===== config.mk =====
export PLATFORM = sky130hd
export DESIGN_NAME = register_counter
export DESIGN_NICKNAME = d
export VERILOG_FILES = /design/src/rtl/cpu_bus_pkg.sv /design/src/rtl/register_counter.sv
export SDC_FILE = /design/constraint.sdc
export NUM_CORES = 1
export LEC_CHECK = 0
export ABC_CLOCK_PERIOD_IN_PS = 3600
export CAP_MARGIN = 15
export CORE_UTILIZATION = 50
export DETAILED_ROUTE_END_ITERATION = 10
export PLACE_DENSITY = 0.91
export SETUP_SLACK_MARGIN = 0.5
export SYNTH_ARGS = -nofsm -noshare
export SYNTH_HDL_FRONTEND = slang
export SYNTH_SLANG_ARGS = --single-unit

===== constraint.sdc =====
create_clock -name clk -period 3.6 [get_ports clk]
set_input_delay 0.72 -clock clk [delete_from_list [all_inputs] [get_ports clk]]
set_output_delay 0.72 -clock clk [all_outputs]
set_load 0.005 [all_outputs]

===== src/rtl/cpu_bus_pkg.sv =====
// Shared definitions for the CPU's bus-attached registers: the per-cycle operation
// encoding and the slice-select width helper used by every multi-slice register.
package cpu_bus_pkg;

    typedef enum logic [1:0] {
        OP_HOLD,
        OP_LOAD,
        OP_INC,
        OP_DEC
    } reg_op_t;

    // A single-slice register still carries a 1-bit select so that the
    // out-of-range code (1) reads back as a pulled-up bus.
    function automatic int sel_width(input int num_slices);
        return (num_slices > 1) ? $clog2(num_slices) : 1;
    endfunction

endpackage


===== src/rtl/register_counter.sv =====
// Bus-attached up/down counter register (PC / SP / MAR): full value on the address side,
// slice-wise load and readback on the narrow data bus, one-cycle wrap flag.
module register_counter
    import cpu_bus_pkg::*;
#(
    parameter int               WIDTH       = 16,
    parameter int               BUS_WIDTH   = 8,
    parameter logic [WIDTH-1:0] RESET_VALUE = '0,
    parameter int               NUM_SLICES  = WIDTH / BUS_WIDTH,
    parameter int               SEL_WIDTH   = sel_width(NUM_SLICES)
) (
    input  logic                 clk,
    input  logic                 reset,
    input  logic [BUS_WIDTH-1:0] bus_in,
    input  logic [SEL_WIDTH-1:0] slice_sel,
    input  logic                 load_bus,
    input  logic                 assert_bus,
    input  logic                 count_up,
    input  logic                 count_down,
    output logic [BUS_WIDTH-1:0] bus_out,
    output logic                 bus_en,
    output logic [WIDTH-1:0]     value_out,
    output logic                 zero,
    output logic                 wrap
);

    if (WIDTH % BUS_WIDTH != 0) begin : g_bad_width
        $error("register_counter: WIDTH (%0d) must be a multiple of BUS_WIDTH (%0d)",
               WIDTH, BUS_WIDTH);
    end
    if (NUM_SLICES != WIDTH / BUS_WIDTH) begin : g_bad_slices
        $error("register_counter: NUM_SLICES is derived and must not be overridden");
    end

    // Power-on value matches the reset value so the register is defined before the first reset.
    logic [WIDTH-1:0]     value_q = RESET_VALUE;
    logic                 wrap_q  = 1'b0;

    logic [BUS_WIDTH-1:0] slice_val [NUM_SLICES];
    logic [NUM_SLICES-1:0] slice_hit;
    logic [WIDTH-1:0]     load_val;
    reg_op_t              op;

    // slice_hit is one-hot for an in-range select and all-zero otherwise, so an
    // out-of-range load rewrites the current value and the readback falls to all ones.
    for (genvar s = 0; s < NUM_SLICES; s++) begin : g_slice
        assign slice_val[s] = value_q[s*BUS_WIDTH +: BUS_WIDTH];
        assign slice_hit[s] = (slice_sel == SEL_WIDTH'(s));
        assign load_val[s*BUS_WIDTH +: BUS_WIDTH] = slice_hit[s] ? bus_in : slice_val[s];
    end

    always_comb begin
        bus_out = '1;
        for (int i = 0; i < NUM_SLICES; i++) begin
            if (slice_hit[i]) begin
                bus_out = slice_val[i];
            end
        end
    end

    // A load with an invalid select still wins over counting, it just writes nothing.
    always_comb begin
        op = OP_HOLD;
        if (!load_bus) begin
            op = OP_LOAD;
        end else if (!count_up && count_down) begin
            op = OP_INC;
        end else if (!count_down && count_up) begin
            op = OP_DEC;
        end
    end

    always_ff @(posedge clk) begin
        if (!reset) begin
            value_q <= RESET_VALUE;
            wrap_q  <= 1'b0;
        end else begin
            unique case (op)
                OP_LOAD: begin
                    value_q <= load_val;
                    wrap_q  <= 1'b0;
                end
                OP_INC: begin
                    value_q <= value_q + WIDTH'(1);
                    wrap_q  <= &value_q;
                end
                OP_DEC: begin
                    value_q <= value_q - WIDTH'(1);
                    wrap_q  <= ~|value_q;
                end
                default: begin
                    wrap_q  <= 1'b0;
                end
            endcase
        end
    end

    assign value_out = value_q;
    assign zero      = ~|value_q;
    assign wrap      = wrap_q;
    assign bus_en    = ~assert_bus;

endmodule

==> metrics.cfg <==
[detailed_routing]
vias_per_cell = 6.63
ant_nets = 0
wl_um = 5340
drcViolationCount = 0
wire_per_inst_um = 17.5
dr.pass1.iters = 4
drt_iter0_drc = 289
via_count = 2023

[setup_path]
rr_startpoint = value_out[1]$_SDFFE_PN0P_
endpoint_kind = flop
cp_slowest_cell = clkdlybuf4s50_1
arrival_ns = 3.24
crit_required_ns = 3.86
path_max_fanout = 5
critical_path_class = in2reg
critPathLaunch = count_up
slowest_delay_ns = 0.52
cp-start-kind = input port
path_cells = clkdlybuf4s50_1 -> ha_4 -> nand3b_1 -> xnor2_1 -> ha_2 -> and4_4 -> o21ai_2 -> or4b_4 -> and3_1 -> nor3_2

[sta]
final-setup-viol-count = 0
fmax_mhz = 335
fin_tns_setup_ns = 0
post-route-period-util = 0.830
rsz0062_at_grt = no
worst_slew_pin_slew_ns = 0.686
period_needed_ns = 2.99
skew_ns = 0.00761
hold_viol = 0
slew_violations = 0
slew-limit-headroom = 0.539
whs_ns = 0.628

[cells_and_area]
area_delta_synth_final_pct = 21.5
multi_input_area_um2 = 1280
nets = 277
drive_above_1_share = 0.116
postLayoutCoreUtil = 0.640
seqCellArea_um2 = 340
fillers = 295
diodes = 0

[power]
power_density_nw_per_um2 = 304
swShare = 0.395
comb_power_share = 0.420
leakagePower_uw = 0.000794
clkPwrFrac = 0.179
vdd_ir_drop_max_uv = 240
switchingPower_uw = 261
internal_power_uw = 399
p_seq_frac = 0.401

[clock_tree]
clk-insertion-delay-late_ns = 0.32
cts_buffers = 3
clockBufferDepth = 2
cts_htree_levels = 1
ctsHoldBuffers = 0
root_buffer = clkbuf_4
cts.clk_slew.worst_paths_ns = 0.12
cts_tree = yes
clock_sinks = 17

[synthesis]
syn-num-nets = 248
postSynthAreaPerCell_um2 = 7.72
synth.distinct_cells = 66
synth_common_cells = dfxtp_1 (17), nor2_1 (17), nand2_1 (15)
synth_seq_area_share = 0.191
synth_enable_flop_cells = 0
synth_seq_cells = 17
synth_top_flop_cell = dfxtp_1
ys_async_sr_fraction = 0
syn_inst = 231
synth.top_cell.area_share = 0.191
synth_area_um2 = 1780
synth_top_area_cell = dfxtp_1
ys_warn_count = 0
synthTopCellsByArea = dfxtp_1 (19%), mux2_2 (4.4%), o21ai_0 (3.6%)

[global_routing]
grt_pass1_vias = 1784
grt_max_degree = 24
grt_usage = 0.308
grt_overflow = 0
antenna_found_initial = 0
grt_pass1_wl_um = 8640

[floorplan]
dieArea_um2 = 3810
rows = 21
io_pins = 42
fp.dieH_um = 61.7
initial_core_util = 0.526
core_area_um2 = 3390
die_w_um = 61.7

[place]
dp_hpwl_um = 3670
gp_congestion = 0.950
portBuffers = 41

[status]
status = finished, final reports clean

[job]
cap_violations = 0

[worst_hold_path]
hp-class = reg2reg
hold_start = value_out[9]$_SDFFE_PN0P_

[worst paths after layout]
check                                                  end  slack, ns  cells past startpoint
worst max-delay path            value_out[14]$_SDFFE_PN0P_       0.61                     10
worst min-delay path             value_out[9]$_SDFFE_PN0P_       0.63                      2
worst max register to register  value_out[14]$_SDFFE_PN0P_       1.46                      7
worst min register to register   value_out[9]$_SDFFE_PN0P_       0.63                      2
[layout make-up]
class                           count  area share
Clock buffer                        4      0.0121
Inverter                            5     0.00866
Multi-Input combinational cell    187       0.590
Sequential cell                    17       0.157
Tap cell                           46      0.0265
Timing Repair Buffer               46       0.206
[layer usage]
layer	global-route usage	part of all wire	up-vias
li1	-	-	952
met1	0.426	0.43	943
met5	0	0	-
met4	0.114	0.0079	0
met3	0.0538	0.093	7
met2	0.479	0.47	121
[placed cells by master (no fill, tap or decap), types with 7 or more instances in the layout]
master	count
clkdlybuf4s50_1	40
mux2_2	7
nor3_1	7
nand3_1	12
nand4_1	7
a21oi_1	12
and3_1	7
dfxtp_1	17
o21ai_0	13
nand2_1	15
nor2_1	17
[metrics by stage]
stage	std cells	area [um^2]	setup WS, ns	total power [uW]
after global placement	301	2120	0.291	533
final	305	2170	0.612	660
after global routing	305	2170	0.480	699
after detailed placement	301	2120	0.224	537
after CTS	305	2150	0.558	649
after floorplan	231	1780	0.663	430
[registers in the layout (all words and copies together) (netlist names)]
register   flops
value_out     16
wrap           1
[kinds of logic (layout without fill, tap and decap cells)]
| group | after synthesis | count (layout) | synth area share |
|---|---|---|---|
| and+or+nand+nor | 104 | 104 | 0.339 |
| AOI/OAI and AO/OA | 63 | 63 | 0.250 |
| buffers and inverters | 27 | 55 | 0.104 |
| DFF | 17 | 17 | 0.191 |
| muxes | 12 | 12 | 0.0722 |
| xor gates and xnor gates | 6 | 6 | 0.0295 |
| adders and majority gates | 2 | 2 | 0.0140 |
[power groups by stage]
stage,sequential [uW],clock [uW],combinational (uW)
final,265,118,277
after global routing,270,125,304
after CTS,262,117,271
after detailed placement,266,0,270
after global placement,266,0,266
after floorplan,234,0,197
[worst max-delay path: cells and delay by family]
family,cells,cell delay [ns]
AND/OR/NAND/NOR,5,1.28
buffers and inverters,1,0.52
adder cells (fa/ha/maj),2,0.47
XOR/XNOR,1,0.18
AO/OA/AOI/OAI,1,0.07
[repair_timing]
action / CTS / global route
gates resized for setup: 1 / 4
buffers inserted: 0 / 0
gates cloned: 0 / 0
pin swaps: 0 / 1
endpoints found under the setup margin: 7 / 3
No activity file was read; power rests on OpenSTA's default activity.
